[config.mk]
export PLATFORM = sky130hd
export DESIGN_NAME = shift_unit_arbiter
export DESIGN_NICKNAME = d
export VERILOG_FILES = /design/src/rtl/shift_pkg.sv /design/src/rtl/Shifter.sv /design/src/rtl/shift_lane_arb.sv /design/src/rtl/shift_unit_arbiter.sv
export SDC_FILE = /design/constraint.sdc
export NUM_CORES = 1
export LEC_CHECK = 0
export CORE_ASPECT_RATIO = 0.8
export CORE_MARGIN = 4
export CORE_UTILIZATION = 30
export CTS_BUF_LIST = sky130_fd_sc_hd__clkbuf_8
export DETAILED_ROUTE_END_ITERATION = 10
export SETUP_SLACK_MARGIN = 0.5
export SYNTH_ARGS = -nofsm -noshare
export SYNTH_HDL_FRONTEND = slang
export SYNTH_SLANG_ARGS = --single-unit
[constraint.sdc]
create_clock -name clk -period 3.1 [get_ports clk]
set_input_delay 0.31 -clock clk [delete_from_list [all_inputs] [get_ports clk]]
set_output_delay 0.31 -clock clk [all_outputs]
set_load 0.005 [all_outputs]
[src/rtl/shift_pkg.sv]
// Shared types and decode helper for the shared shift unit.
package shift_pkg;

  // Shift operation encoding as carried by each issue lane.
  typedef enum logic [1:0] {
    SRL  = 2'b00,
    SLL  = 2'b01,
    SRA  = 2'b10,
    RSVD = 2'b11
  } shift_op_t;

  localparam int TAG_W_DEFAULT = 6;

  // Returns {sra, sll}. The reserved code decodes as a logical right shift,
  // so the shifter never sees both controls asserted.
  function automatic logic [1:0] shift_ctrl(input shift_op_t op);
    logic [1:0] ctrl;
    case (op)
      SRL:     ctrl = 2'b00;
      SLL:     ctrl = 2'b01;
      SRA:     ctrl = 2'b10;
      RSVD:    ctrl = 2'b00;
      default: ctrl = 2'b00;
    endcase
    return ctrl;
  endfunction

endpackage

[src/rtl/Shifter.sv]
// Combinational 32-bit barrel shifter shared by both issue lanes.
module Shifter (
  input  logic [31:0] in,
  input  logic [4:0]  size,
  input  logic        sra,
  input  logic        sll,
  output logic [31:0] out
);

  // Select shift direction/kind; logical right shift when neither control is set.
  always_comb begin
    out = 32'h0000_0000;
    if (sll) begin
      out = in << size;
    end else if (sra) begin
      out = $unsigned($signed(in) >>> size);
    end else begin
      out = in >> size;
    end
  end

endmodule

[src/rtl/shift_lane_arb.sv]
// Two-requester oldest-first arbiter for a shared single-issue unit.
// Requester 0 is the older slot; a requester 1 that lost to requester 0
// is remembered and granted ahead of any newer requester 0 work.
module shift_lane_arb (
  input  logic clk,
  input  logic rst_n,
  input  logic flush,
  input  logic can_issue,
  input  logic req0,
  input  logic req1,
  output logic gnt0,
  output logic gnt1,
  output logic sel
);

  logic hold_r;
  logic win1_s;

  // Pick the winner and qualify the grants with downstream availability.
  always_comb begin
    win1_s = hold_r || (!req0 && req1);
    gnt0   = can_issue && req0 && !win1_s;
    gnt1   = can_issue && req1 && win1_s;
    sel    = win1_s;
  end

  // Remember a deferred requester 1 until it is accepted or flushed.
  always_ff @(posedge clk) begin
    if (!rst_n) begin
      hold_r <= 1'b0;
    end else if (flush) begin
      hold_r <= 1'b0;
    end else if (gnt1) begin
      hold_r <= 1'b0;
    end else if (req1 && gnt0) begin
      hold_r <= 1'b1;
    end else begin
      hold_r <= hold_r;
    end
  end

endmodule

[src/rtl/shift_unit_arbiter.sv]
// Shares one barrel shifter between two issue lanes with a one-entry
// registered result stage and a saturating conflict-stall counter.
module shift_unit_arbiter
  import shift_pkg::*;
#(
  parameter int TAG_W = TAG_W_DEFAULT,
  parameter int CNT_W = 16
) (
  input  logic             clk,
  input  logic             rst_n,
  input  logic             flush,
  input  logic             l0_valid,
  output logic             l0_ready,
  input  logic [1:0]       l0_op,
  input  logic [31:0]      l0_a,
  input  logic [4:0]       l0_b,
  input  logic [TAG_W-1:0] l0_tag,
  input  logic             l1_valid,
  output logic             l1_ready,
  input  logic [1:0]       l1_op,
  input  logic [31:0]      l1_a,
  input  logic [4:0]       l1_b,
  input  logic [TAG_W-1:0] l1_tag,
  output logic             res_valid,
  input  logic             res_ready,
  output logic [31:0]      res_data,
  output logic [TAG_W-1:0] res_tag,
  output logic             res_lane,
  output logic [CNT_W-1:0] stall_cnt
);

  logic             res_valid_r;
  logic [31:0]      res_data_r;
  logic [TAG_W-1:0] res_tag_r;
  logic             res_lane_r;
  logic [CNT_W-1:0] stall_cnt_r;

  logic             can_issue_s;
  logic             gnt0_s;
  logic             gnt1_s;
  logic             sel_s;
  logic             accept_s;
  logic [1:0]       win_op_s;
  logic [31:0]      win_a_s;
  logic [4:0]       win_b_s;
  logic [TAG_W-1:0] win_tag_s;
  logic [1:0]       ctrl_s;
  logic [31:0]      shift_out_s;

  // The result stage can take a new op when it is empty or draining this cycle.
  always_comb begin
    can_issue_s = !flush && rst_n && (!res_valid_r || res_ready);
  end

  shift_lane_arb u_arb (
    .clk       (clk),
    .rst_n     (rst_n),
    .flush     (flush),
    .can_issue (can_issue_s),
    .req0      (l0_valid),
    .req1      (l1_valid),
    .gnt0      (gnt0_s),
    .gnt1      (gnt1_s),
    .sel       (sel_s)
  );

  // Steer the winning lane's payload to the shifter and decode its op.
  always_comb begin
    if (sel_s) begin
      win_op_s  = l1_op;
      win_a_s   = l1_a;
      win_b_s   = l1_b;
      win_tag_s = l1_tag;
    end else begin
      win_op_s  = l0_op;
      win_a_s   = l0_a;
      win_b_s   = l0_b;
      win_tag_s = l0_tag;
    end
    ctrl_s   = shift_ctrl(shift_op_t'(win_op_s));
    accept_s = gnt0_s || gnt1_s;
  end

  Shifter u_shifter (
    .in   (win_a_s),
    .size (win_b_s),
    .sra  (ctrl_s[1]),
    .sll  (ctrl_s[0]),
    .out  (shift_out_s)
  );

  // One-entry result stage: load on accept, drain on handshake, hold under backpressure.
  always_ff @(posedge clk) begin
    if (!rst_n) begin
      res_valid_r <= 1'b0;
      res_data_r  <= 32'h0000_0000;
      res_tag_r   <= {TAG_W{1'b0}};
      res_lane_r  <= 1'b0;
    end else if (flush) begin
      res_valid_r <= 1'b0;
    end else if (accept_s) begin
      res_valid_r <= 1'b1;
      res_data_r  <= shift_out_s;
      res_tag_r   <= win_tag_s;
      res_lane_r  <= sel_s;
    end else if (res_valid_r && res_ready) begin
      res_valid_r <= 1'b0;
    end else begin
      res_valid_r <= res_valid_r;
    end
  end

  // Count cycles where both lanes asked and only one could go; saturate at all-ones.
  always_ff @(posedge clk) begin
    if (!rst_n) begin
      stall_cnt_r <= {CNT_W{1'b0}};
    end else if (l0_valid && l1_valid && can_issue_s &&
                 (stall_cnt_r != {CNT_W{1'b1}})) begin
      stall_cnt_r <= stall_cnt_r + {{(CNT_W-1){1'b0}}, 1'b1};
    end else begin
      stall_cnt_r <= stall_cnt_r;
    end
  end

  assign l0_ready  = gnt0_s;
  assign l1_ready  = gnt1_s;
  assign res_valid = res_valid_r;
  assign res_data  = res_data_r;
  assign res_tag   = res_tag_r;
  assign res_lane  = res_lane_r;
  assign stall_cnt = stall_cnt_r;

endmodule

# After elaboration in Yosys (flattened, before gate mapping)
# Cells that the tools add are included.
# classes
addsub,1
multipliers,0
div,0
magnitude_cmp,0
n_eq_ne,4
shifts,3
n_mux,9
n_bitwise,2
n_reduce_logical,25
# op_table
operator,n
$mux 32,3
$shl 32x5->32,1
$shr 32x5->32,1
$sshr 32x5->32,1
$add 16x1->16 const B,1
$ne 16x16->1 const B,1
$logic_and 1x1->1,12
$mux 6,1
$pmux 2 s3,1
$mux 5,1
$eq 2x2->1 const B,2
$logic_not 1->1,4
$reduce_or 2->1,2
$logic_or 1x1->1,3
$reduce_or 3->1,1
$eq 2x1->1 const B,1
$logic_not 2->1,1
$mux 1,2
$mux 2,1
$not 1->1,2
$reduce_and 2->1,1
$reduce_bool 2->1,1
# word_totals
register_bits,57
latch_bits,0
ram_bits,0
mem_bits_ro,0
n_memories,0

# Longest topological paths before layout
# depth
word_depth,9
ltp_mapped,11
depth_no_buf,7

# Modules after synthesis
# From an unflattened synthesis, not the netlist that was laid out.
# unflattened
hier_cells,855
area_unflattened_um2,6741.5
# modules_own_cells
module,instances,cells_per_inst,area_each_um2,seq_area_each_um2
Shifter,1,520,3911.3,0.0
shift_unit_arbiter,1,326,2746.4,1121.1
shift_lane_arb,1,9,83.8,20.0

# Worst setup path before layout
# OpenSTA, ideal clock, no wires.
# synth_timing
path_kind,input port to flip-flop
start,input l1_b[1]
end,"register res_data_r[4], in the netlist res_data[4]"
setup_time_ns,0.119
arrival_ns,2.113
t_required_ns,2.981
setup_slack_ns,0.868
path_stages,10
cell_sequence,buf_2 -> buf_4 -> buf_2 -> mux2i_1 -> o21ai_0 -> nand4_1 -> o31ai_1 -> a221oi_2 -> o221ai_1 -> o221a_2
# synth_via
elab_chain_len,4
word_cells_on_any_way,6
cone_classes,3 x shift; 3 x mux
# synth_rtl
element,line_no,rtl
start: declaration,shift_unit_arbiter.sv:22,"input logic [4:0] l1_b,"
$mux 5 *,shift_unit_arbiter.sv:69,if (sel_s) begin
$shr 32x5->32 or $sshr 32x5->32 (tied branches),"Shifter.sv:18, Shifter.sv:16",
$mux 32,Shifter.sv:15,end else if (sra) begin
$mux 32 *,Shifter.sv:13,if (sll) begin
end signal: assignment,shift_unit_arbiter.sv:103,res_data_r <= shift_out_s;
end: declaration,shift_unit_arbiter.sv:33,logic [31:0] res_data_r;
# Every way passes the cells marked *; elsewhere a longest branch is shown, timed or not.
# A chain may end at the register's enable or synchronous reset.

# Final worst setup path
# layout_timing
start,register u_arb.hold_r
end,"register res_data_r[28], in the netlist res_data[28]"
# layout_via
elab_chain_len,7
word_cells_on_any_way,20
cone_classes,3 x eq/ne; 3 x shift; 6 x mux; 8 x reduce/logical
# layout_rtl
element,line_no,rtl
start: declaration,shift_lane_arb.sv:16,logic hold_r;
start signal: assignment,shift_lane_arb.sv:38,hold_r <= hold_r;
$logic_or 1x1->1 *,shift_lane_arb.sv:21,win1_s = hold_r || (!req0 && req1);
$mux 2,shift_unit_arbiter.sv:69,
$eq 2x2->1 or $logic_not 2->1 (tied branches),shift_pkg.sv:18,case (op)
$reduce_or 2->1 (no source line),-,
$pmux 2 s3,shift_pkg.sv:18,
$mux 32,Shifter.sv:15,
$mux 32,Shifter.sv:13,
# Marks and branches as above.

==> flow_summary.toml <==
[route]
vias = 11200
wl_per_cell_um = 26.3
drc = 0
wl_um = 47100
via_per_inst = 6.28
dr.pass1.iters = 5
drtAntennaViolNets = 0
initialDrtViolationCount = 1266

[synth]
synth_most_common_cell = "o21ai_0"
synth_top_family_by_area = "compound AO/OA/AOI/OAI gates"
synthSimpleGateAreaFrac = 0.219
synth_compound_area_frac = 0.373
synth_edf_count = 0
synth_cell_type_count = 87
syn_avg_cell_area_um2 = 7.45
synth-seq-cells = 57
synthTopCellsByCount = "o21ai_0 (112), mux2i_1 (94), nand3_1 (67), nand2_1 (65), nor2_1 (65)"
synthFlopType = "dfxtp_1"
async_reset_ff_frac = 0
ys_top_cells_by_area = "dfxtp_1 (14%), mux2i_1 (11%), o21ai_0 (6.7%)"
synth_top_area_frac = 0.137
syn_inst = 1118
syn_area_mm2 = 0.00832
seq_area_frac_synth = 0.137
yosysWarningCount = 0
synth_top_area_cell = "dfxtp_1"
synthMuxAreaShare = 0.181
syn_nets = 1215
synth_fa_ha_area_frac = 0.00150
synthXorXnorAreaFrac = 0.0147

[power_and_ir_drop]
power_frac_seq = 0.212
internal-power_mw = 2.16
power_frac_comb = 0.604
ir_worst_vdd_v = 0.000187
clkPwrFrac = 0.184
p_switching_mw = 1.60
power_density_mw_per_mm2 = 303
sw_frac_of_total = 0.426
power_leakage_nw = 4.79
p_total_mw = 3.76

[die]
fp.dieH_um = 157
die_area_mm2 = 0.0305
core_mm2 = 0.0273
start_util = 0.305
ios = 154
dieWidth_um = 194
rows = 54

[sta]
setup_viol = 0
setup_tns_ns = 0
fin_crit_sh = 0.825
drv_slew = 0
hold_viol_final = 0
finClkSkew_ns = 0.0118
rsz0062_at_grt = "yes"
relSlewSlack = 0.459
fin_crit_ns = 2.56
fmax_ghz = 0.391
max_slew.worst_pin.slew_ns = 0.810

[grt]
grt_pass1_wl_um = 69200
antenna_found_initial = 0
overflow = 0
grt_max_degree = 64
met3_usage = 0.0552
first_global_vias = 10500
track_usage = 0.291
met1_usage = 0.422
grt_busiest_layer = "met2"
grt_util_met2 = 0.454

[clock_network]
cts_tree = "done"
clkSinkCount = 57
clock_path_buffers = 2
clock-root-buffer = "clkbuf_8"
clkSlewWorstSetupHoldPaths_ns = 0.07
insertion_delay_ns = 0.35
numCtsBuffers = 9
htree_num_levels = 3
holdBufCountCts = 0

[setup_path]
cp.arrival_ns = 2.82
path_cells = "inv_4 > buf_4 > and3_1 > buf_4 > o211ai_1 > or3_1 > o211ai_1 > nor2_1 > o41ai_2"
critical_path_class = "reg2reg"
critPathMaxStageDelay_ns = 0.40
start_kind = "register"
cp_top_family = "compound AO/OA/AOI/OAI gates"
worstPathRequired_ns = 3.36
worst_path_max_delay_cell = "dfxtp_4"
cp_num_buf_inv = 3
crit_path_max_fanout = 14
crit_path_end_kind = "register"

[flow_run]
cap_viol_max_count = 0

[final_layout]
filler_cell_count = 2822
finalNetCount = 1519
post-route-util = 0.454
seq_area_mm2 = 0.00114
post_route_cells_drive_above_1_share = 0.271
antenna_cells = 0
final_cells = 1789
multi_input_area_mm2 = 0.00683
syn2layout_area_growth_pct = 48.8

[placement]
gp_congestion = 1.04
dpl.cell_count = 1770
portBuffers = 153
hpwlAfterDp_um = 37000

[min_path]
worstHoldPathType = "reg2reg"

[status]
status = "complete, no violations"
flip-flops by register name (all words and copies together) (netlist names):
signal / flops
stall_cnt: 16
res_valid: 1
u_arb.hold_r: 1
res_tag: 6
res_data: 32
res_lane: 1
final timing paths:
kind              depth (start not counted)         start            to  slack (ns)
hold / removal                            1  stall_cnt[5]  stall_cnt[5]        0.50
setup / recovery                          9  u_arb.hold_r  res_data[28]        0.54
setup reg to reg                          9  u_arb.hold_r  res_data[28]        0.54
hold reg to reg                           1  stall_cnt[5]  stall_cnt[5]        0.50
repair_timing:
action | 4_1_cts | 5_1_grt
resized for setup | 39 | 29
setup buffers | 1 | 1
gates cloned | 1 | 2
pin swaps | 5 | 5
setup endpoints to repair | 30 | 32
metrics by stage:
| stage | cell area (um^2) | hold slack (ns) | worst slack (ns) |
|---|---|---|---|
| after floorplan | 8320 | 0.462 | 0.868 |
| after global placement | 11800 | 0.483 | -0.118 |
| after detailed placement | 11800 | 0.490 | -0.136 |
| after CTS | 12200 | 0.499 | 0.467 |
| after global routing | 12400 | 0.499 | 0.488 |
| final | 12400 | 0.502 | 0.542 |
cells in the final DEF, fill, tap and decap left out, drive strengths merged, types with 33 or more instances in the layout:
cell type      Yosys  final
buf               75    256
clkdlybuf4s50      0    147
o21ai            119    119
mux2i             94     94
nand2             68     68
nor2              68     68
nand3             67     67
dfxtp             57     57
a21oi             44     44
o211ai            43     43
mux2              38     38
nor2b             33     33
routing by layer:
layer	wire length, um	up-vias
met3	4220	58
li1	-	5059
met4	1030	0
met5	0	-
met1	21600	5514
met2	20300	601
layout make-up:
| class | count | share of cell area |
|---|---|---|
| Tap cell | 364 | 0.0368 |
| Clock buffer | 9 | 0.0100 |
| Timing Repair Buffer | 408 | 0.303 |
| Inverter | 6 | 0.00202 |
| Sequential cell | 57 | 0.0924 |
| Multi-Input combinational cell | 940 | 0.551 |
| Clock inverter | 5 | 0.00475 |
power groups by stage:
stage          registers [mW]  clock network (mW)  logic, mW
2_1_floorplan           0.812                   0      0.988
3_3_place_gp            0.816                   0       2.13
3_5_place_dp            0.816                   0       2.12
4_1_cts                 0.800               0.713       2.18
5_1_grt                 0.804               0.750       2.38
6_report                0.798               0.691       2.27
cells by family after synthesis:
| family | Yosys count |
|---|---|
| flip-flops | 57 |
| AND/OR/NAND/NOR | 355 |
| buffers and inverters | 121 |
| multiplexers | 138 |
| XOR/XNOR | 14 |
| adder cells (fa/ha/maj) | 1 |
| AO/OA/AOI/OAI | 432 |
Note: power is estimated with default switching activity, not from simulation.
